File: src/rtl/logic_unit_sched_if.sv
`default_nettype none
// +----------------------------------------------------------------------------+
// | logic_unit_sched_if : request/grant/result bundle for logic_unit_sched     |
// | Rev 1.0                                                                    |
// +----------------------------------------------------------------------------+
interface logic_unit_sched_if #(
  parameter int WIDTH = 8,
  parameter int N_REQ = 4,
  parameter int CNT_W = 16
);
  localparam int IDW = (N_REQ > 1) ? $clog2(N_REQ) : 1;

  logic [N_REQ-1:0]       req;
  logic [2*N_REQ-1:0]     op;
  logic [WIDTH*N_REQ-1:0] a_in;
  logic [WIDTH*N_REQ-1:0] b_in;
  logic [N_REQ-1:0]       gnt;
  logic                   busy;
  logic                   res_valid;
  logic [IDW-1:0]         res_id;
  logic [WIDTH-1:0]       res_data;
  logic [CNT_W-1:0]       op_cnt;

  modport master (
    output req, op, a_in, b_in,
    input  gnt, busy, res_valid, res_id, res_data, op_cnt
  );

  modport slave (
    input  req, op, a_in, b_in,
    output gnt, busy, res_valid, res_id, res_data, op_cnt
  );
endinterface
`default_nettype wire

File: src/rtl/logic_unit_sched.sv
`default_nettype none
// +----------------------------------------------------------------------------+
// | logic_unit_sched : round-robin sharing of one NAND-built logic unit        |
// | Rev 1.0                                                                    |
// +----------------------------------------------------------------------------+
module logic_unit_sched #(
  parameter int WIDTH = 8,
  parameter int N_REQ = 4,
  parameter int CNT_W = 16
) (
  input  wire logic          clk,
  input  wire logic          rst_n,
  logic_unit_sched_if.slave  bus
);
  localparam int IDW = (N_REQ > 1) ? $clog2(N_REQ) : 1;

  typedef enum logic [1:0] {
    IDLE = 2'd0,
    EXEC = 2'd1,
    RESP = 2'd2
  } state_t;

  state_t           state_q;
  logic [IDW-1:0]   ptr_q;
  logic [IDW-1:0]   cur_id_q;
  logic [1:0]       op_q;
  logic [WIDTH-1:0] a_q;
  logic [WIDTH-1:0] b_q;
  logic [N_REQ-1:0] gnt_q;
  logic             busy_q;
  logic             res_valid_q;
  logic [IDW-1:0]   res_id_q;
  logic [WIDTH-1:0] res_data_q;
  logic [CNT_W-1:0] op_cnt_q;

  logic             win_found;
  logic [IDW-1:0]   win_id;
  logic [N_REQ-1:0] win_gnt;
  logic [1:0]       win_op;
  logic [WIDTH-1:0] win_a;
  logic [WIDTH-1:0] win_b;

  // Search order starts one past the last winner and wraps around.
  always_comb begin
    win_found = 1'b0;
    win_id    = '0;
    win_gnt   = '0;
    win_op    = '0;
    win_a     = '0;
    win_b     = '0;
    for (int k = 1; k <= N_REQ; k++) begin
      for (int i = 0; i < N_REQ; i++) begin
        if (!win_found && (i == (int'(ptr_q) + k) % N_REQ) && bus.req[i]) begin
          win_found = 1'b1;
          win_id    = IDW'(i);
        end
      end
    end
    for (int i = 0; i < N_REQ; i++) begin
      if (win_id == IDW'(i)) begin
        win_gnt[i] = 1'b1;
        win_op     = bus.op[2*i +: 2];
        win_a      = bus.a_in[WIDTH*i +: WIDTH];
        win_b      = bus.b_in[WIDTH*i +: WIDTH];
      end
    end
  end

  wire [WIDTH-1:0] and_w;
  wire [WIDTH-1:0] or_w;
  wire [WIDTH-1:0] not_w;
  wire [WIDTH-1:0] xor_w;

  for (genvar i = 0; i < WIDTH; i++) begin : g_bit
    wire n_ab, n_aa, n_bb, n_a_nb, n_na_b, x1, x2, n_x1, n_x2;
    nand u_ab   (n_ab,     a_q[i], b_q[i]);
    nand u_and  (and_w[i], n_ab,   n_ab);
    nand u_aa   (n_aa,     a_q[i], a_q[i]);
    nand u_bb   (n_bb,     b_q[i], b_q[i]);
    nand u_or   (or_w[i],  n_aa,   n_bb);
    nand u_not  (not_w[i], a_q[i], a_q[i]);
    // XOR is built as (a & ~b) | (~a & b), each term and the OR in NAND form.
    nand u_anb  (n_a_nb,   a_q[i], n_bb);
    nand u_x1   (x1,       n_a_nb, n_a_nb);
    nand u_nab  (n_na_b,   n_aa,   b_q[i]);
    nand u_x2   (x2,       n_na_b, n_na_b);
    nand u_nx1  (n_x1,     x1,     x1);
    nand u_nx2  (n_x2,     x2,     x2);
    nand u_xor  (xor_w[i], n_x1,   n_x2);
  end

  logic [WIDTH-1:0] unit_res;

  always_comb begin
    unit_res = and_w;
    case (op_q)
      2'b01:   unit_res = or_w;
      2'b10:   unit_res = not_w;
      2'b11:   unit_res = xor_w;
      default: unit_res = and_w;
    endcase
  end

  always_ff @(posedge clk or negedge rst_n) begin
    if (!rst_n) begin
      state_q     <= IDLE;
      ptr_q       <= IDW'(N_REQ - 1);
      cur_id_q    <= '0;
      op_q        <= '0;
      a_q         <= '0;
      b_q         <= '0;
      gnt_q       <= '0;
      busy_q      <= 1'b0;
      res_valid_q <= 1'b0;
      res_id_q    <= '0;
      res_data_q  <= '0;
      op_cnt_q    <= '0;
    end else begin
      gnt_q       <= '0;
      res_valid_q <= 1'b0;
      case (state_q)
        IDLE: begin
          if (win_found) begin
            op_q     <= win_op;
            a_q      <= win_a;
            b_q      <= win_b;
            cur_id_q <= win_id;
            ptr_q    <= win_id;
            gnt_q    <= win_gnt;
            busy_q   <= 1'b1;
            state_q  <= EXEC;
          end
        end
        EXEC: begin
          res_data_q  <= unit_res;
          res_id_q    <= cur_id_q;
          res_valid_q <= 1'b1;
          state_q     <= RESP;
        end
        RESP: begin
          op_cnt_q <= op_cnt_q + 1'b1;
          busy_q   <= 1'b0;
          state_q  <= IDLE;
        end
        default: begin
          busy_q  <= 1'b0;
          state_q <= IDLE;
        end
      endcase
    end
  end

  assign bus.gnt       = gnt_q;
  assign bus.busy      = busy_q;
  assign bus.res_valid = res_valid_q;
  assign bus.res_id    = res_id_q;
  assign bus.res_data  = res_data_q;
  assign bus.op_cnt    = op_cnt_q;

endmodule
`default_nettype wire

File: src/flat_wrapper.sv
// flat-port wrapper written by rule: the top's interface ports become plain ports
module logic_unit_sched_flat 
#(
  parameter int WIDTH = 8,
  parameter int N_REQ = 4,
  parameter int CNT_W = 16
)
  (clk, rst_n, bus_req, bus_op, bus_a_in, bus_b_in, bus_gnt, bus_busy, bus_res_valid, bus_res_id, bus_res_data, bus_op_cnt);
  logic_unit_sched_if #(.WIDTH(WIDTH), .N_REQ(N_REQ), .CNT_W(CNT_W)) bus_i ();
  input  wire logic clk;
  input  wire logic rst_n;
  input wire logic [$bits(bus_i.req)-1:0] bus_req;
  input wire logic [$bits(bus_i.op)-1:0] bus_op;
  input wire logic [$bits(bus_i.a_in)-1:0] bus_a_in;
  input wire logic [$bits(bus_i.b_in)-1:0] bus_b_in;
  output wire logic [$bits(bus_i.gnt)-1:0] bus_gnt;
  output wire logic [$bits(bus_i.busy)-1:0] bus_busy;
  output wire logic [$bits(bus_i.res_valid)-1:0] bus_res_valid;
  output wire logic [$bits(bus_i.res_id)-1:0] bus_res_id;
  output wire logic [$bits(bus_i.res_data)-1:0] bus_res_data;
  output wire logic [$bits(bus_i.op_cnt)-1:0] bus_op_cnt;
  assign bus_i.req = bus_req;
  assign bus_i.op = bus_op;
  assign bus_i.a_in = bus_a_in;
  assign bus_i.b_in = bus_b_in;
  assign bus_gnt = bus_i.gnt;
  assign bus_busy = bus_i.busy;
  assign bus_res_valid = bus_i.res_valid;
  assign bus_res_id = bus_i.res_id;
  assign bus_res_data = bus_i.res_data;
  assign bus_op_cnt = bus_i.op_cnt;
  logic_unit_sched #(.WIDTH(WIDTH), .N_REQ(N_REQ), .CNT_W(CNT_W)) u_core (.clk(clk), .rst_n(rst_n), .bus(bus_i));
endmodule
File: config.mk
export PLATFORM = sky130hd
export DESIGN_NAME = logic_unit_sched_flat
export DESIGN_NICKNAME = d
export VERILOG_FILES = /design/src/rtl/logic_unit_sched_if.sv /design/src/rtl/logic_unit_sched.sv /design/src/flat_wrapper.sv
export SDC_FILE = /design/constraint.sdc
export NUM_CORES = 1
export LEC_CHECK = 0
export ABC_CLOCK_PERIOD_IN_PS = 5300
export CAP_MARGIN = 20
export CORE_UTILIZATION = 50
export CTS_CLUSTER_SIZE = 25
export DETAILED_ROUTE_END_ITERATION = 12
export PLACE_DENSITY_LB_ADDON = 0.12
export SETUP_SLACK_MARGIN = 0.15
export SLEW_MARGIN = 20
export SYNTH_ARGS = -nofsm -noshare
export SYNTH_HDL_FRONTEND = slang
export SYNTH_SLANG_ARGS = --single-unit
File: constraint.sdc
create_clock -name clk -period 5.3 [get_ports clk]
set_input_delay 0.795 -clock clk [delete_from_list [all_inputs] [get_ports clk]]
set_output_delay 0.795 -clock clk [all_outputs]
set_load 0.05 [all_outputs]
== Word-level counts from Yosys, hierarchy flattened ==
Cells that the tools add are included.

* Register bits: 56
* Bits of input ports: 78
* Output and inout bits: 32
* Word-level logic and storage cells: 244

* $add $sub $neg: 5
* Equal/unequal tests: 21
* Muxes and demuxes: 55
* Bitwise logic cells: 93
* Reductions and logical operators: 58

{| class="wikitable"
|+ Operators with widths
! kind !! number
|-
| zero test 32 bit || 4
|-
| 2-to-1 mux 8 bit || 8
|-
| inverter 1 bit || 49
|-
| bitwise AND 1 bit || 40
|-
| 2-to-1 mux 2 bit || 19
|-
| logical AND 1 bit || 31
|-
| == test 3 bit, first input constant || 8
|-
| one-hot mux 8 bit (3 select lines) || 1
|-
| 2-to-1 mux 1 bit || 23
|-
| adder 16 x 1 -> 16 bit, second input constant || 1
|-
| zero test 1 bit || 15
|-
| == test 2 x 3 -> 1 bit, first input constant || 4
|-
| == test 2 bit, second input constant || 5
|-
| 2-to-1 mux 4 bit || 2
|-
| OR reduction 2 bit || 4
|-
| == test 2 x 1 -> 1 bit, second input constant || 3
|-
| adder 2 x 1 -> 2 bit, second input constant || 2
|-
| adder 2 bit, second input constant || 2
|-
| bitwise AND 1 bit, first input constant || 4
|-
| zero test 2 bit || 2
|-
| one-hot mux 2 bit (2 select lines) || 1
|-
| AND reduction 2 bit || 2
|-
| != test 2 x 1 -> 1 bit, second input constant || 1
|-
| one-hot mux 1 bit (2 select lines) || 1
|}

== Depth between registers and ports, before layout ==
Gate-level depths: netlist of the first run.

* Word-level depth: 71
* Depth in mapped cells: 7
* Depth with buffers taken out: 6

== Worst setup path before layout of the first run ==
No wires, ideal clock.

* Kind: input to register
* From: input port bus_req[0]
* To: register u_core.b_q[2]
* Setup time: 0.075 ns
* Data arrival time: 1.995 ns
* Data required time: 5.225 ns
* Slack: 3.230 ns
* Stages: 7
* Buffers on the path: 2
* Cell sequence: o21a_1 -> a211oi_2 -> buf_6 -> buf_12 -> mux2i_1 -> mux2_2 -> o21ai_2

* Cells in the longest elaborated chain, start to end: 67
* Elaborated cells between the ends (all ways): 86
* Those cells by class: eq/ne: 3; mux: 35; reduce/logical: 48

{| class="wikitable"
|+ RTL lines
! what !! line !! text
|-
| start: declaration || flat_wrapper.sv:12 || <nowiki>input wire logic [$bits(bus_i.req)-1:0] bus_req;</nowiki>
|-
| logical AND 1 bit || logic_unit_sched.sv:53 || <nowiki>if (!win_found && (i == (int'(ptr_q) + k) % N_REQ) && bus.req[i]) begin</nowiki>
|-
| 2-to-1 mux 1 bit || logic_unit_sched.sv:53 ||
|-
| zero test 1 bit || logic_unit_sched.sv:53 ||
|-
| logical AND 1 bit (2 in a row) || logic_unit_sched.sv:53 ||
|-
| 2-to-1 mux 1 bit || logic_unit_sched.sv:53 ||
|-
| zero test 1 bit || logic_unit_sched.sv:53 ||
|-
| logical AND 1 bit (2 in a row) || logic_unit_sched.sv:53 ||
|-
| 2-to-1 mux 1 bit || logic_unit_sched.sv:53 ||
|-
| [... 44 more ...] || n/a ||
|-
| zero test 1 bit || logic_unit_sched.sv:53 ||
|-
| logical AND 1 bit (2 in a row) || logic_unit_sched.sv:53 ||
|-
| 2-to-1 mux 1 bit || logic_unit_sched.sv:53 ||
|-
| zero test 1 bit || logic_unit_sched.sv:53 ||
|-
| logical AND 1 bit (2 in a row) || logic_unit_sched.sv:53 ||
|-
| 2-to-1 mux 2 bit || logic_unit_sched.sv:53 ||
|-
| zero test 2 bit || logic_unit_sched.sv:60 || <nowiki>if (win_id == IDW'(i)) begin</nowiki>
|-
| 2-to-1 mux 8 bit (4 in a row) || logic_unit_sched.sv:60 ||
|-
| end signal: assignment || logic_unit_sched.sv:126 || <nowiki>b_q <= win_b;</nowiki>
|-
| end: declaration || logic_unit_sched.sv:28 || <nowiki>logic [WIDTH-1:0] b_q;</nowiki>
|}

Several ways; a longest one is shown, not always the timed one.
A chain may end at the register's enable or synchronous reset.

== Worst setup path in the final report of the first run ==
* From: input port bus_req[1]
* To: register u_core.a_q[2]

* Cells in the longest elaborated chain, start to end: 63
* Elaborated cells between the ends (all ways): 82
* Those cells by class: eq/ne: 3; mux: 34; reduce/logical: 45

{| class="wikitable"
|+ RTL lines
! what !! line !! text
|-
| logical AND 1 bit || logic_unit_sched.sv:53 ||
|-
| 2-to-1 mux 1 bit || logic_unit_sched.sv:53 ||
|-
| zero test 1 bit || logic_unit_sched.sv:53 ||
|-
| logical AND 1 bit (2 in a row) || logic_unit_sched.sv:53 ||
|-
| 2-to-1 mux 1 bit || logic_unit_sched.sv:53 ||
|-
| zero test 1 bit || logic_unit_sched.sv:53 ||
|-
| logical AND 1 bit (2 in a row) || logic_unit_sched.sv:53 ||
|-
| 2-to-1 mux 1 bit || logic_unit_sched.sv:53 ||
|-
| [... 40 more ...] || n/a ||
|-
| zero test 1 bit || logic_unit_sched.sv:53 ||
|-
| logical AND 1 bit (2 in a row) || logic_unit_sched.sv:53 ||
|-
| 2-to-1 mux 1 bit || logic_unit_sched.sv:53 ||
|-
| zero test 1 bit || logic_unit_sched.sv:53 ||
|-
| logical AND 1 bit (2 in a row) || logic_unit_sched.sv:53 ||
|-
| 2-to-1 mux 2 bit || logic_unit_sched.sv:53 ||
|-
| zero test 2 bit || logic_unit_sched.sv:60 ||
|-
| 2-to-1 mux 8 bit (4 in a row) || logic_unit_sched.sv:60 ||
|-
| end signal: assignment || logic_unit_sched.sv:125 || <nowiki>a_q <= win_a;</nowiki>
|-
| end: declaration || logic_unit_sched.sv:27 || <nowiki>logic [WIDTH-1:0] a_q;</nowiki>
|}

Several ways; a longest one is shown, not always the timed one.

==> impl_metrics.ini, run 1 <==
[worst_hold_path]
hold_path.class = reg2reg
hold_crit_start = u_core.bus.op_cnt[15]
timing.hold.worst_endpoint = u_core.bus.op_cnt[15]
min_delay_path_depth = 1

[die]
floorplan.rows = 29
floorplan.die.height_um = 83.51
floorplan.initialDensity_pct = 52.02
core_um2 = 6386
die_w_um = 83.51
num_io_pins = 110
fp.dieArea_um2 = 6974

[cts]
cts_hold_repair.buffers = 0
ctsRootBufferMaster = sky130_fd_sc_hd__clkbuf_8
reg_clk_slew_reported_paths_ps = 100
cts-resized-gates = 0
clock_insertion_delay_worst_skew_ps = 320
postCtsSetupBuffers = 0
cts_htree_levels = 2
tritoncts = built
cts_buffers = 5
max-clock-path-buffers = 2
cts_num_sinks = 56

[cells_and_area]
layout.area.seq_um2 = 1404
multi_input_comb_area_um2 = 1695
fill_cells = 491
final_cell_count_no_fill = 478
final_net_count = 495
drive_gt1_share_pct = 15.21
diodes = 0
postLayoutCellArea_um2 = 4506
utilization_pct = 70.55
syn2layout_area_growth_pct = 35.63

[critical_path]
reg2reg_setup_slack_ps = 3220
ff2ff_path_depth = 5
path_delay_family = buffers and inverters
timing.critical_path.slowest_cell_delay_ps = 520
crit_required_ps = 5540
regToRegStartpoint = u_core.ptr_q[0]
worstPathArrival_ps = 2890
critPathSlowestCell = sky130_fd_sc_hd__buf_4
worst-path-max-fanout = 39
crit-reg2reg-capture = u_core.a_q[5]
critPathBufInv = 2
criticalPathCategory = in2reg
cp_cell_sequence = clkdlybuf4s50_1 > o21a_1 > a211oi_4 > buf_4 > mux2i_1 > mux2_2 > o21ai_2
start_kind = input pin
critical_path_end_type = flip-flop

[timing]
final.period_utilization_pct = 49.92
slew_headroom_pct = 43.20
setup_violations = 0
final.setup.worst_slack_ps = 2655
rsz_0062_raised_after_global_routing = no
timing.final.max_slew_violations = 0
final.setup_skew_ps = 13.05
tightest_slew_ps = 851.9
timing.final.hold_violations = 0
fin_hold_ws_ps = 486.3
setup_tns_ps = 0
timing.final.crit_period_ps = 2645
maxClockFrequency_mhz = 378.0

[placement]
hpwl_um = 5136
placement.io_buffers = 109
post-place-cells = 470
finalWeightedCongestion = 0.7495
placement.setup.worst_slack_ps = 2313
place_area_um2 = 4417

[grt]
global_route_overflow = 0
antenna_violations_before_repair = 0
number_of_global_route_vias_before_repair = 2360
grt.total_usage_pct = 19.81
grt_start_max_net_pins = 57
first_pass_grt_wire_length_um = 11100

[synthesis]
synth-edff-count = 0
synth-warning-count = 0
synth.largest_area_cell = sky130_fd_sc_hd__dfrtp_1
synth_mux_area_share_pct = 26.10
yosys.area.top_type_share_pct = 40.68
synthesized_area_divided_by_synthesized_cell_count_um2 = 11.22
post_synth_xor_area_fraction_pct = 3.955
synthFlopType = sky130_fd_sc_hd__dfrtp_1
synth_simple_gate_area_share_pct = 9.303
main_combinational_cell_family_by_area_after_synthesis = multiplexers
most_instantiated_library_cell_after_synthesis = sky130_fd_sc_hd__dfrtp_1
synthAdderAreaFrac_pct = 6.403
ys_seq_elements = 56
synth_nets = 391
yosysSeqAreaShare_pct = 42.26
yosys-top-cells-area = sky130_fd_sc_hd__dfrtp_1, sky130_fd_sc_hd__mux2i_1, sky130_fd_sc_hd__mux2_2
ffs_w_async_s_r_synth_pct = 100.0
synth-compound-area-share_pct = 5.047
post_synth_num_cell_types = 36
number_of_instances_in_the_synthesized_netlist = 296
netlist_area_um2 = 3322
synth_top_cells_by_count = sky130_fd_sc_hd__dfrtp_1, sky130_fd_sc_hd__mux2i_1, sky130_fd_sc_hd__nand2_1

[detailed_routing]
via_per_inst = 5.075
dr_pass1_iterations = 4
drt_iter0_markers = 56
routedWlPerCell_um = 13.51
detail_route.drc_violations = 0
routed_wl_um = 6459
ant_nets = 0
detailroute.via_count = 2426

[outcome]
run_status = complete, no violations

[power]
total_power_density_per_cell_area_nw_per_um2 = 516.9
fin_total_pwr_mw = 2.329
max-vdd-ir-drop_uv = 389.6
total_leakage_power_nw = 2.076

[flow_run]
cap_violations = 0
## state kept, by name, indices dropped and copies added, names as in the netlist
signal	count
u_core.a_q	8
u_core.bus.res_id	2
u_core.bus.op_cnt	16
u_core.bus.res_data	8
u_core.bus.gnt	4
u_core.cur_id_q	2
u_core.state_q	2
u_core.bus.busy	1
u_core.ptr_q	2
u_core.b_q	8
u_core.op_q	2
u_core.bus.res_valid	1
## cells by family (layout without fill, tap and decap cells)
group,Yosys count,in the layout
fa+ha+maj,17,17
simple gates,66,66
buf+inv,45,150
mux,73,73
xor+xnor,15,15
flops,56,56
compound gates,24,24
## placed cells by master, fill, tap and decap left out, types with 2 or more instances in the layout
cell / synthesis / final
sky130_fd_sc_hd__nand2_1: 36 / 36
sky130_fd_sc_hd__nand2b_1: 4 / 4
sky130_fd_sc_hd__xnor2_1: 9 / 9
sky130_fd_sc_hd__clkdlybuf4s50_1: 0 / 108
sky130_fd_sc_hd__o21ai_2: 9 / 9
sky130_fd_sc_hd__mux2i_1: 36 / 36
sky130_fd_sc_hd__nor2_1: 5 / 5
sky130_fd_sc_hd__nor4_1: 3 / 3
sky130_fd_sc_hd__mux2_2: 29 / 29
sky130_fd_sc_hd__o21ai_1: 10 / 10
sky130_fd_sc_hd__xor2_1: 6 / 6
sky130_fd_sc_hd__clkbuf_8: 0 / 5
sky130_fd_sc_hd__nand3_1: 4 / 4
sky130_fd_sc_hd__buf_4: 0 / 3
sky130_fd_sc_hd__mux4_2: 8 / 8
sky130_fd_sc_hd__nor3_1: 4 / 4
sky130_fd_sc_hd__dfstp_2: 2 / 2
sky130_fd_sc_hd__and3_1: 3 / 3
sky130_fd_sc_hd__ha_1: 17 / 17
sky130_fd_sc_hd__dfrtp_1: 54 / 54
sky130_fd_sc_hd__inv_1: 30 / 30
sky130_fd_sc_hd__nor2b_1: 2 / 2
## power breakdown
group	total, mW	switching, mW	internal [mW]
registers	0.753	0.149	0.604
logic	1.34	0.713	0.628
clock network	0.234	0.140	0.0943
total	2.33	1.00	1.33
## worst max path at each step
stage                    start            end  slack, ps  depth (start not counted)
detailed placement  bus_req[1]  u_core.a_q[2]       2310                          7
floorplan           bus_req[0]  u_core.b_q[2]       3230                          7
CTS                 bus_req[1]  u_core.a_q[2]       2650                          7
global route        bus_req[1]  u_core.a_q[2]       2490                          7
global placement    bus_req[1]  u_core.a_q[5]       2380                          7
finish              bus_req[1]  u_core.a_q[2]       2650                          7
## cell type report
| type | count | share of cell area [%] |
|---|---|---|
| Clock buffer | 6 | 1.611 |
| Clock inverter | 2 | 0.3610 |
| Inverter | 30 | 2.499 |
| Multi-Input combinational cell | 195 | 37.63 |
| Sequential cell | 56 | 31.16 |
| Tap cell | 77 | 2.138 |
| Timing Repair Buffer | 112 | 24.60 |
## routing by layer
| layer | wire, um | vias up | GRT usage (%) | share of wire, % |
|---|---|---|---|---|
| met5 | 0 | - | 0 | 0 |
| met4 | 100 | 0 | 6.317 | 1.5 |
| met3 | 343 | 9 | 3.956 | 5.3 |
| met1 | 2953 | 1114 | 27.32 | 46 |
| met2 | 3062 | 87 | 31.67 | 47 |
| li1 | - | 1216 | - | - |
(Power assumes the default switching activity.)
==> inputs of run 2 (changes only) <==
--- a/config.mk
+++ b/config.mk
@@ -5,9 +5,9 @@
 export SDC_FILE = /design/constraint.sdc
 export NUM_CORES = 1
 export LEC_CHECK = 0
-export ABC_CLOCK_PERIOD_IN_PS = 5300
+export ABC_CLOCK_PERIOD_IN_PS = 2700
 export CAP_MARGIN = 20
-export CORE_UTILIZATION = 50
+export CORE_UTILIZATION = 46
 export CTS_CLUSTER_SIZE = 25
 export DETAILED_ROUTE_END_ITERATION = 12
 export PLACE_DENSITY_LB_ADDON = 0.12
==> constraint.sdc (replaced) <==
create_clock -name clk -period 2.7 [get_ports clk]
set_input_delay 0.405 -clock clk [delete_from_list [all_inputs] [get_ports clk]]
set_output_delay 0.405 -clock clk [all_outputs]
set_load 0.05 [all_outputs]
==> impl_metrics.ini, run 2 (synthesis gave the netlist of run 1 again) <==
[cts]
ctsRootBufferMaster = sky130_fd_sc_hd__clkbuf_8
postCtsSetupBuffers = 0
cts-resized-gates = 0
max-clock-path-buffers = 2
reg_clk_slew_reported_paths_ps = 100
cts_buffers = 5
cts_hold_repair.buffers = 0
clock_insertion_delay_worst_skew_ps = 310
cts_htree_levels = 2
tritoncts = built
cts_num_sinks = 56

[critical_path]
path_delay_family = compound AO/OA/AOI/OAI gates
cp.depth = 6
crit_path_end = u_core.a_q[3]
ff2ff_path_depth = 5
cp_cell_sequence = clkdlybuf4s50_1 > nand2b_1 > o21ai_1 > a211o_1 > mux2_2 > o21ai_2
crit-reg2reg-capture = u_core.cur_id_q[0]
timing.critical_path.slowest_cell_delay_ps = 640
critical_path_end_type = flip-flop
criticalPathCategory = in2reg
critPathSlowestCell = sky130_fd_sc_hd__a211o_1
worst-path-max-fanout = 19
regToRegStartpoint = u_core.ptr_q[0]
critPathBufInv = 1
reg2reg_setup_slack_ps = 630
worstPathArrival_ps = 2340
timing_startpoint_of_the_critical_path = bus_req[3]
start_kind = input pin
crit_required_ps = 2940

[outcome]
run_status = complete, no violations

[power]
total_power_density_per_cell_area_nw_per_um2 = 1029
max-vdd-ir-drop_uv = 568.6
total_leakage_power_nw = 2.109

[detailed_routing]
routedWlPerCell_um = 13.41
via_per_inst = 4.864
detail_route.drc_violations = 0
routed_wl_um = 6693
dr_pass1_iterations = 4
detailroute.via_count = 2427
ant_nets = 0
drt_iter0_markers = 49

[grt]
global_route_overflow = 0
grt.total_usage_pct = 19.20
number_of_global_route_vias_before_repair = 2368
antenna_violations_before_repair = 0
first_pass_grt_wire_length_um = 11340
grt_start_max_net_pins = 40

[placement]
hpwl_um = 5317
finalWeightedCongestion = 0.7545
place_area_um2 = 4481
placement.io_buffers = 109

[timing]
final.setup_skew_ps = 7.408
timing.final.hold_violations = 0
maxClockFrequency_mhz = 474.6
final.period_utilization_pct = 78.03
slew_headroom_pct = 47.47
tightest_slew_ps = 788.0
rsz_0062_raised_after_global_routing = no
timing.final.max_slew_violations = 0
setup_tns_ps = 0
timing.final.crit_period_ps = 2107
setup_violations = 0

[cells_and_area]
multi_input_comb_area_um2 = 1695
final_net_count = 497
postLayoutCellArea_um2 = 4592
final_cell_mix = sky130_fd_sc_hd__clkdlybuf4s50_1, sky130_fd_sc_hd__dfrtp_1, sky130_fd_sc_hd__nand2_1, sky130_fd_sc_hd__mux2i_1, sky130_fd_sc_hd__inv_1
largest_register_ffs = 16
layout.cells.most_common = sky130_fd_sc_hd__clkdlybuf4s50_1
drive_gt1_share_pct = 15.63
syn2layout_area_growth_pct = 38.23
layout.area.seq_um2 = 1404
fill_cells = 544
diodes = 0

[worst_hold_path]
hold_path.class = in2async

[flow_run]
cap_violations = 0

[die]
floorplan.rows = 30
core_um2 = 6869
num_io_pins = 110
floorplan.initialDensity_pct = 48.36
die_w_um = 86.98
floorplan.die.height_um = 86.98
fp.dieArea_um2 = 7566
## run 2: cell count changes in the layout (fill, tap and decap cells not counted), sizes merged
cell / delta
bufinv: +1
inv: +1
clkinvlp: -1
clkinv: -1
buf: +2
## run 2: area by class of cell
class                      instances  area share, %
multi-input combinational        195          36.92
clock buffer                       6          1.580
timing repair buffer             114          25.01
sequential                        56          30.57
inverter                          30          2.452
tap                               96          2.616
clock inverter                     2         0.8447
## run 2: where the power goes
group / switching, mW / total (mW) / internal, mW
Combinational: 1.40 / 2.68 / 1.28
Sequential: 0.308 / 1.49 / 1.19
Clock: 0.273 / 0.553 / 0.281
Total: 1.98 / 4.72 / 2.74
## run 2: worst min path at each step
stage	slack, ps	to	cells past startpoint	startpoint
after floorplan	110	u_core.a_q[0]	0	rst_n
after global placement	460	u_core.bus.op_cnt[15]	1	u_core.bus.op_cnt[15]
after detailed placement	460	u_core.bus.res_id[1]	2	u_core.cur_id_q[1]
after CTS	190	u_core.bus.res_valid	1	rst_n
after global routing	230	u_core.a_q[2]	1	rst_n
final	170	u_core.a_q[2]	1	rst_n
## run 2: worst register-to-register path: stages, from the launching register on
cell and delay, ps:
sky130_fd_sc_hd__dfstp_2 570, sky130_fd_sc_hd__nand2b_1 180, sky130_fd_sc_hd__o21ai_1 80, sky130_fd_sc_hd__a211o_1 590
sky130_fd_sc_hd__buf_4 290, sky130_fd_sc_hd__mux2_2 260
## run 2: per-layer routing
layer	up-vias	global-route usage [%]	part of all wire (%)
met3	10	3.981	5.1
met2	85	28.92	44
met4	0	6.667	2.2
li1	1216	-	-
met1	1116	27.44	49
met5	-	0	0
## run 2: through the flow
stage	util, %	std cells	hold WS [ps]	power, mW	setup slack, ps
5_1_grt	66.85	499	229.2	5.064	428.7
6_report	66.85	499	168.3	4.723	593.1
4_1_cts	66.85	499	189.8	4.784	573.2
2_1_floorplan	-	296	109.4	3.517	832.4
3_5_place_dp	65.23	491	463.2	4.218	236.9
3_3_place_gp	65.23	491	458.9	4.142	300.3
